`src/rtl/rgb_pkg.sv`:
```
// Shared types for the RGB sequencer slice: button debouncer FSM states and
// the sequencer's own colour states.
package rgb_pkg;

   typedef enum logic [1:0] {
      IDLE         = 2'b00,
      PRESS_WAIT   = 2'b01,
      PRESSED      = 2'b11,
      RELEASE_WAIT = 2'b10
   } button_state_e;

   typedef enum logic [1:0] {
      SEQ_IDLE  = 2'b00,
      SEQ_RED   = 2'b01,
      SEQ_GREEN = 2'b10,
      SEQ_BLUE  = 2'b11
   } seq_state_e;

   // Flops between an asynchronous pad and the first consumer in clk.
   localparam int SYNC_STAGES = 2;

endpackage

```
`src/rtl/sync_2ff.sv`:
```
// Two-flop synchronizer for a single asynchronous pad input; resets to 0.
module sync_2ff (
   input  logic clk,
   input  logic reset,
   input  logic d,
   output logic q
);

   logic meta;

   always_ff @(posedge clk or posedge reset) begin
      if (reset) begin
         meta <= 1'b0;
         q    <= 1'b0;
      end else begin
         meta <= d;
         q    <= meta;
      end
   end

endmodule

```
`src/rtl/button_debouncer.sv`:
```
// Push-button conditioner: synchronizes the raw pad, filters contact bounce
// with a stability counter, and emits a debounced level plus press/release pulses.
module button_debouncer
   import rgb_pkg::*;
#(
   parameter int DEBOUNCE_CYCLES = 10
) (
   input  logic clk,
   input  logic reset,
   input  logic button_raw,
   output logic pressed,
   output logic press_pulse,
   output logic release_pulse
);

   localparam int CNT_W = $clog2(DEBOUNCE_CYCLES);
   localparam logic [CNT_W-1:0] CNT_LAST = CNT_W'(DEBOUNCE_CYCLES - 1);

   if (DEBOUNCE_CYCLES < 2) begin : g_param_check
      $error("button_debouncer: DEBOUNCE_CYCLES must be at least 2");
   end

   button_state_e    state, next_state;
   logic [CNT_W-1:0] cnt, cnt_next;
   logic             s;
   logic             done;
   logic             illegal;
   logic             press_next, release_next, pressed_next;

   sync_2ff u_sync (
      .clk   (clk),
      .reset (reset),
      .d     (button_raw),
      .q     (s)
   );

   assign done = (cnt == CNT_LAST);

   always_comb begin
      next_state = state;
      illegal    = 1'b0;
      case (state)
         IDLE:         if (s) next_state = PRESS_WAIT;
         PRESS_WAIT: begin
            if (!s)        next_state = IDLE;
            else if (done) next_state = PRESSED;
         end
         PRESSED:      if (!s) next_state = RELEASE_WAIT;
         RELEASE_WAIT: begin
            if (s)         next_state = PRESSED;
            else if (done) next_state = IDLE;
         end
         default: begin
            next_state = button_state_e'('x);
            illegal    = 1'b1;
         end
      endcase

      press_next   = (state == PRESS_WAIT) && (next_state == PRESSED);
      release_next = (state == RELEASE_WAIT) && (next_state == IDLE);
      pressed_next = (next_state == PRESSED) || (next_state == RELEASE_WAIT);
      if (illegal) begin
         press_next   = 1'bx;
         release_next = 1'bx;
         pressed_next = 1'bx;
      end

      // done always forces an exit, so the counter never reaches wrap-around
      if ((next_state != state) || (state == IDLE) || (state == PRESSED))
         cnt_next = '0;
      else
         cnt_next = cnt + 1'b1;
   end

   always_ff @(posedge clk or posedge reset) begin
      if (reset) begin
         state         <= IDLE;
         cnt           <= '0;
         pressed       <= 1'b0;
         press_pulse   <= 1'b0;
         release_pulse <= 1'b0;
      end else begin
         state         <= next_state;
         cnt           <= cnt_next;
         pressed       <= pressed_next;
         press_pulse   <= press_next;
         release_pulse <= release_next;
      end
   end

endmodule
```
`config.mk`:
```
export PLATFORM = sky130hd
export DESIGN_NAME = button_debouncer
export DESIGN_NICKNAME = d
export VERILOG_FILES = /design/src/rtl/rgb_pkg.sv /design/src/rtl/sync_2ff.sv /design/src/rtl/button_debouncer.sv
export SDC_FILE = /design/constraint.sdc
export NUM_CORES = 1
export LEC_CHECK = 0
export ABC_AREA = 1
export CAP_MARGIN = 20
export CORE_AREA = 3 3 40 42
export CTS_BUF_LIST = sky130_fd_sc_hd__clkbuf_8
export DETAILED_ROUTE_END_ITERATION = 12
export DIE_AREA = 0 0 43 45
export HOLD_SLACK_MARGIN = 0.1
export PLACE_DENSITY = 0.52
export SYNTH_ARGS = -nofsm -noshare
export SYNTH_HDL_FRONTEND = slang
export SYNTH_SLANG_ARGS = --single-unit
```
`constraint.sdc`:
```
create_clock -name clk -period 1.7 [get_ports clk]
set_input_delay 0.34 -clock clk [delete_from_list [all_inputs] [get_ports clk]]
set_output_delay 0.34 -clock clk [all_outputs]
set_load 0.01 [all_outputs]
```
**After elaboration in Yosys (flattened, before gate mapping)**

Index checks and enable logic that the tools add are counted.

- Bits in registers: 11
- Bits of input ports: 3
- Output and inout port bits: 3
- Word-level logic and storage cells: 30

- Add/subtract/negate cells: 1
- Equal/unequal tests: 7
- Muxes and demuxes: 8
- Reduce and logical (&&, ||, !) cells: 7

Operators by type and width:

| operator | count |
|---|---|
| $mux W2 | 6 |
| $eq A2 B2 Y1 const B | 4 |
| $pmux W2 S4 | 1 |
| $add A4 B1 Y4 const B | 1 |
| $eq A4 B4 Y1 const B | 1 |
| $logic_not A2 Y1 | 2 |
| $mux W4 | 1 |
| $logic_or A1 B1 Y1 | 3 |
| $eq A2 B1 Y1 const B | 1 |
| $logic_and A1 B1 Y1 | 2 |
| $ne A2 B2 Y1 | 1 |

**Depth between registers and ports, before layout**

Gate-level depths: netlist of run 1.

- Word-level depth: 8
- Mapped depth: 6
- Depth with buffers taken out: 6

**By module**

From an unflattened synthesis of run 1, not the netlist that was laid out.

- Cell total of the unflattened synthesis: 47
- Area total of the unflattened synthesis: 454.2 um^2

Modules (own cells, without submodules):

| module | times used | cells an instance | area an instance (um^2) | sequential area each (um^2) |
|---|---|---|---|---|
| button_debouncer | 1 | 44 | 400.4 | 225.2 |
| sync_2ff | 1 | 3 | 53.8 | 50.0 |

**Worst setup path after synthesis of run 1**

No wires, ideal clock.

- Kind: register -> register
- From: register cnt[1]
- To: register pressed
- Setup time: 0.122 ns
- Arrival: 0.854 ns
- Required time: 1.578 ns
- Path slack: 0.724 ns
- Stages on the path, launching flop included: 6
- Buffers on the path: 0
- Period minus slack after synthesis: 0.976 ns
- Cell sequence: dfrtp_1 -> inv_1 -> ha_1 -> nand3_2 -> nor2_2 -> a21oi_1

- Word-level cells in the longest chain between the ends: 6
- Elaborated cells on any way between the ends: 9
- Those cells by class: eq/ne: 3; mux: 5; reduce/logical: 1

RTL lines:

| what | line | source |
|---|---|---|
| start, declared | button_debouncer.sv:24 | `logic [CNT_W-1:0] cnt, cnt_next;` |
| start signal, assigned | button_debouncer.sv:84 | `cnt <= cnt_next;` |
| $eq A4 B4 Y1 (*) | button_debouncer.sv:37 | `assign done = (cnt == CNT_LAST);` |
| $mux W2 (on tied branches) | button_debouncer.sv:51, button_debouncer.sv:46 |  |
| $mux W2 (on tied branches) | button_debouncer.sv:50, button_debouncer.sv:45 |  |
| $pmux W2 S4 (*) | button_debouncer.sv:42 | `case (state)` |
| $eq A2 B2 Y1 | button_debouncer.sv:61 | `pressed_next = (next_state == PRESSED) \|\| (next_state == RELEASE_WAIT);` |
| $logic_or A1 B1 Y1 (*) | button_debouncer.sv:61 |  |
| named net pressed_next | button_debouncer.sv:28 | `logic press_next, release_next, pressed_next;` |
| end signal, assigned | button_debouncer.sv:85 | `pressed <= pressed_next;` |
| end, declared | button_debouncer.sv:11 | `output logic pressed,` |

The timed path passes the listed nets; every way through them passes the cells marked *.

**Final worst setup path of run 1**

- From: register pressed
- To: output pressed

No word-level cell between the ends.

==> run summary, run 1 <==
Maxcap violations: 0
Crit path depth: 1
Number of setup buffers added after CTS: 0
Vias post-DR: 303
Placed cells: 65
Die X: 43 um
ANT cells: 0
Pleak: 0.2751 nW
Crit end category: primary output
Vias in the first global route: 256
Die Ht: 45 um
Tcrit/Tclk final: 0.8314
VDD IR-drop max: 390.4 uV
Worst Path Buf+Inv: 1
Most frequent cells in the layout: dfrtp_1, inv_1, nand2_1
Die ar.: 1935 um2
Reg2reg path depth: 6
Clk_skew: 0.0008647 ns
Net count after synthesis: 51
Initial drt markers: 0
CTS-repair resized insts: 0
CP max stage delay: 0.52 ns
Core ar.: 1285 um2
Starting Density: 0.3505
CTS tree: done
Worst Path Max Fanout: 1
Routed vias/inst: 4.391
Drt pass-1 iters: 1
Seq/Total Area, Yosys: 0.6111
Yosys reg bits: 11
Hold Path Class: register to register
Final setup viols: 0
Wire length per cell: 9.232 um
Worst EP required: 1.36 ns
CTS H-Tree Depth: 1
Placer Congestion: 0.7073
Residual DRC: 0
Mean post-synth cell area: 9.792 um2
Minimum clock period: 1.413 ns
Routed Antenna Nets: 0
CTS buffer count: 3
Port bufs: 5
Gate Count Post-Synth: 46
Final net count: 60
Status: complete, no violations
Critical path class: register to primary output
Cells along the critical path: clkdlybuf4s50_1
Pwr/cell area: 980.7 nW/um2
Endpoints failing hold: 0
Critical path data arrival time: 1.07 ns
Netlist Area Pre-Place: 450.4 um2
Startpoint types: register
Antenna violations before repair: 0
Clock transition at the registers of the reported paths: 0.05 ns
Worst slew margin: 0.7305
Synth cell types: 15
Setup TNS: 0 ns
Worst Max-Slew Pin Slew: 0.4038 ns
# IOs: 6
Clock Latency Late Sink: 0.24 ns
Total Wirelength: 637 um
Final non-filler cell total: 69
GRT overflow: 0
Hold Path Cell Cnt: 0
Total power: 0.5497 mW
First-pass GRT wire length: 1083 um
CP max stage cell: clkdlybuf4s50_1
Share of cells above drive strength 1: 0.1296
Root Driver: clkbuf_8
CTS Hold Bufs: 0
Fill cells: 134
Clock sinks: 11
Fin. max-slew vios: 0
Commonest non-fill, non-tap cell in the layout: dfrtp_1
FMAX: 707.5 MHz
GR Util All Layers: 0.09052
Reg2reg setup slack: 0.62 ns
RSZ-0062 raised after global routing: false
Bufs on Longest Clock Path: 2
Delay-heaviest family, CP: buffers and inverters
Std-Cell Rows: 13
Synthesis-to-layout area growth: 24.44%
Ys Warns: 0
Largest net degree at the start of global routing: 12
[power by group]
part           switching [mW]  internal [mW]
logic                  0.0123        0.00841
clock network          0.0973          0.158
registers             0.00497          0.268
total                   0.115          0.435
[cell families after synthesis]
family / share of synthesized area
AO/OA/AOI/OAI: 0.02222
XOR/XNOR: 0.01945
adder cells (fa/ha/maj): 0.05555
buffers and inverters: 0.07499
flip-flops: 0.6111
AND/OR/NAND/NOR: 0.2167
[cell type report]
class,count,area (um2),area share
Clock buffer,3,41.29,0.07366
Inverter,8,30.03,0.05357
Tap cell,15,18.77,0.03348
Clock inverter,1,3.754,0.006696
Sequential cell,11,275.3,0.4911
Timing Repair Buffer,5,50.05,0.08929
Multi-Input combinational cell,26,141.4,0.2522
[flip-flops by register name, summed over array words and instances, names as in the netlist]
register       count
release_pulse      1
u_sync.meta        1
cnt                4
press_pulse        1
u_sync.q           1
state              2
pressed            1
[metal layers]
metal / share of wire / vias to the layer above / global-route usage
met3: 0.055 / 2 / 0.05976
met4: 0.038 / 0 / 0.1084
met1: 0.47 / 138 / 0.08838
li1: - / 155 / -
met5: 0 / - / 0
met2: 0.44 / 8 / 0.1168
[per-stage QoR]
| step | hold WS (ns) | cell area, um2 | worst slack (ns) | util |
|---|---|---|---|---|
| finish | 0.3495 | 560.5 | 0.2866 | 0.4362 |
| global route | 0.3519 | 560.5 | 0.2441 | 0.4362 |
| CTS | 0.3518 | 560.5 | 0.2711 | 0.4362 |
| detailed placement | 0.3405 | 515.5 | 0.5346 | 0.4012 |
| global placement | 0.3397 | 515.5 | 0.5397 | 0.4012 |
| floorplan | 0.1924 | 450.4 | 0.7244 | - |
[cells in the mapped netlist]
| master | n | area, um2 |
|---|---|---|
| dfrtp_1 | 11 | 275.3 |
| xnor2_1 | 1 | 8.760 |
| inv_2 | 1 | 3.750 |
| clkbuf_1 | 1 | 3.750 |
| inv_1 | 7 | 26.28 |
| a21oi_1 | 2 | 10.01 |
| nor2_2 | 1 | 6.260 |
| nand2_1 | 7 | 26.28 |
| nand4_1 | 1 | 6.260 |
| nand3_2 | 1 | 10.01 |
| ha_1 | 2 | 25.02 |
| nand2_2 | 1 | 6.260 |
| nor3_1 | 1 | 5.000 |
| nand3_1 | 3 | 15.01 |
| nor2_1 | 6 | 22.52 |
[worst paths after layout]
path | to | from
max in group asynchronous | state[1] | reset
max | pressed | pressed
min in group asynchronous | cnt[0] | reset
min | u_sync.q | u_sync.meta
min reg2reg | u_sync.q | u_sync.meta
max reg2reg | state[1] | cnt[1]
Power figures use the tool's default switching activity.
==> run 2, diff against run 1 <==
Settings changed: PLACE_DENSITY 0.52 to 0.54.
Clock period 1.7 ns to 1.3 ns, I/O delays scaled along.
==> run summary, run 2 (synthesized netlist as in run 1, its figures left out) <==
Total power: 0.6987 mW
Delay-heaviest family, CP: flip-flops
Die Ht: 45 um
Most frequent cells in the layout: dfrtp_1, inv_1, nand2_1
HPWL after detailed placement: 464.3 um
Net switching power: 0.1310 mW
Logic gate share of total power: 0.039
Met1 WL: 257 um
Clock share of power: 0.449
Internal cell power: 0.5676 mW
FMAX: 904.3 MHz
Minimum clock period: 1.106 ns
Root Driver: clkbuf_8
Final net count: 60
Worst EP required: 1.04 ns
Clock Latency Late Sink: 0.23 ns
Residual DRC: 0
CP max stage cell: dfrtp_1
Setup TNS: 0 ns
Worst slew margin: 0.7319
Share of cells above drive strength 1: 0.1296
Tcrit/Tclk final: 0.8507
Routed vias/inst: 4.246
Port bufs: 5
Antenna violations before repair: 0
Worst Path Max Fanout: 1
Routed Antenna Nets: 0
Pwr/cell area: 1255 nW/um2
Clock transition at the registers of the reported paths: 0.04 ns
Worst Path Buf+Inv: 1
CP max stage delay: 0.34 ns
Drt pass-1 iters: 4
Routed met2 length: 267 um
Max Used Layer: met3
Bufs on Longest Clock Path: 2
Critical path class: register to primary output
Fin. max-slew vios: 0
Clk_skew: 0.0006838 ns
First-pass GRT wire length: 986 um
Endpoints failing hold: 0
CTS tree: done
Die X: 43 um
Startpoint types: register
Sequential power share: 0.511
Vias in the first global route: 250
Die ar.: 1935 um2
Hold Path Class: primary input to asynchronous set/reset pin
GRT overflow: 0
Total Wirelength: 579 um
Largest registers: cnt x4, state x2
Starting Density: 0.3505
CTS buffer count: 3
Initial drt markers: 5
ANT cells: 0
Worst Max-Slew Pin Slew: 0.4017 ns
Met3 Routed Length: 54 um
Final setup viols: 0
Biggest register: cnt
Cells along the critical path: dlygate4sd2_1
Vias post-DR: 293
Crit end category: primary output
Synthesis-to-layout area growth: 23.61%
VDD IR-drop max: 1133 uV
Critical path data arrival time: 0.85 ns
Std-Cell Rows: 13
GR Util All Layers: 0.07034
Core ar.: 1285 um2
Commonest non-fill, non-tap cell in the layout: dfrtp_1
Sw frac: 0.1875
# IOs: 6
RSZ-0062 raised after global routing: false
Clock sinks: 11
Maxcap violations: 0
Wire length per cell: 8.391 um
Largest net degree at the start of global routing: 12
CTS H-Tree Depth: 1
Status: complete, no violations
Placer Congestion: 0.7637
Pleak: 0.2897 nW
Number of setup buffers added after CTS: 0
Max reg flops: 4
[run 2: cell type report]
cell class	instances	area, um2
fill	127	728.2
sequential	11	275.3
multi-input combinational	26	141.4
timing repair buffer	5	46.29
clock buffer	3	41.29
inverter	8	30.03
tap	15	18.77
clock inverter	1	3.754
[run 2: power by group through the flow]
stage,sequential (mW),combinational [mW],clock [mW]
2_1_floorplan,0.361,0.0190,0
6_report,0.357,0.0274,0.314
4_1_cts,0.357,0.0283,0.324
3_3_place_gp,0.363,0.0282,0
5_1_grt,0.359,0.0318,0.342
3_5_place_dp,0.363,0.0282,0
[run 2: routing by layer]
metal	GRT usage	up-vias
li1	-	155
met1	0.08376	129
met2	0.1138	9
met3	0.04781	0
met4	0	0
met5	0	-
[run 2: metrics by stage]
step | cell area (um2) | instances | util | hold slack, ns | setup slack, ns
3_3_place_gp | 515.5 | 65 | 0.4012 | 0.3366 | 0.2203
3_5_place_dp | 515.5 | 65 | 0.4012 | 0.3405 | 0.2049
4_1_cts | 556.8 | 69 | 0.4333 | 0.3234 | 0.1864
6_report | 556.8 | 69 | 0.4333 | 0.3133 | 0.1941
5_1_grt | 556.8 | 69 | 0.4333 | 0.3515 | 0.1040
2_1_floorplan | 450.4 | 46 | - | 0.1124 | 0.3244
[run 2: final timing paths]
| kind | start | endpoint | slack [ns] | depth (start not counted) |
|---|---|---|---|---|
| max | press_pulse | press_pulse | 0.19 | 1 |
| min reg2reg | u_sync.meta | u_sync.q | 0.35 | 0 |
| min in group clk | u_sync.meta | u_sync.q | 0.35 | 0 |
| min | reset | cnt[0] | 0.31 | 2 |
| max in group asynchronous | reset | pressed | 0.70 | 2 |
| max reg2reg | cnt[1] | state[1] | 0.21 | 6 |
[run 2: what timing repair did]
item                                    CTS  global route
hold buffers                              0             0
endpoints found under the setup margin    3             0
gates resized for setup                   3             0
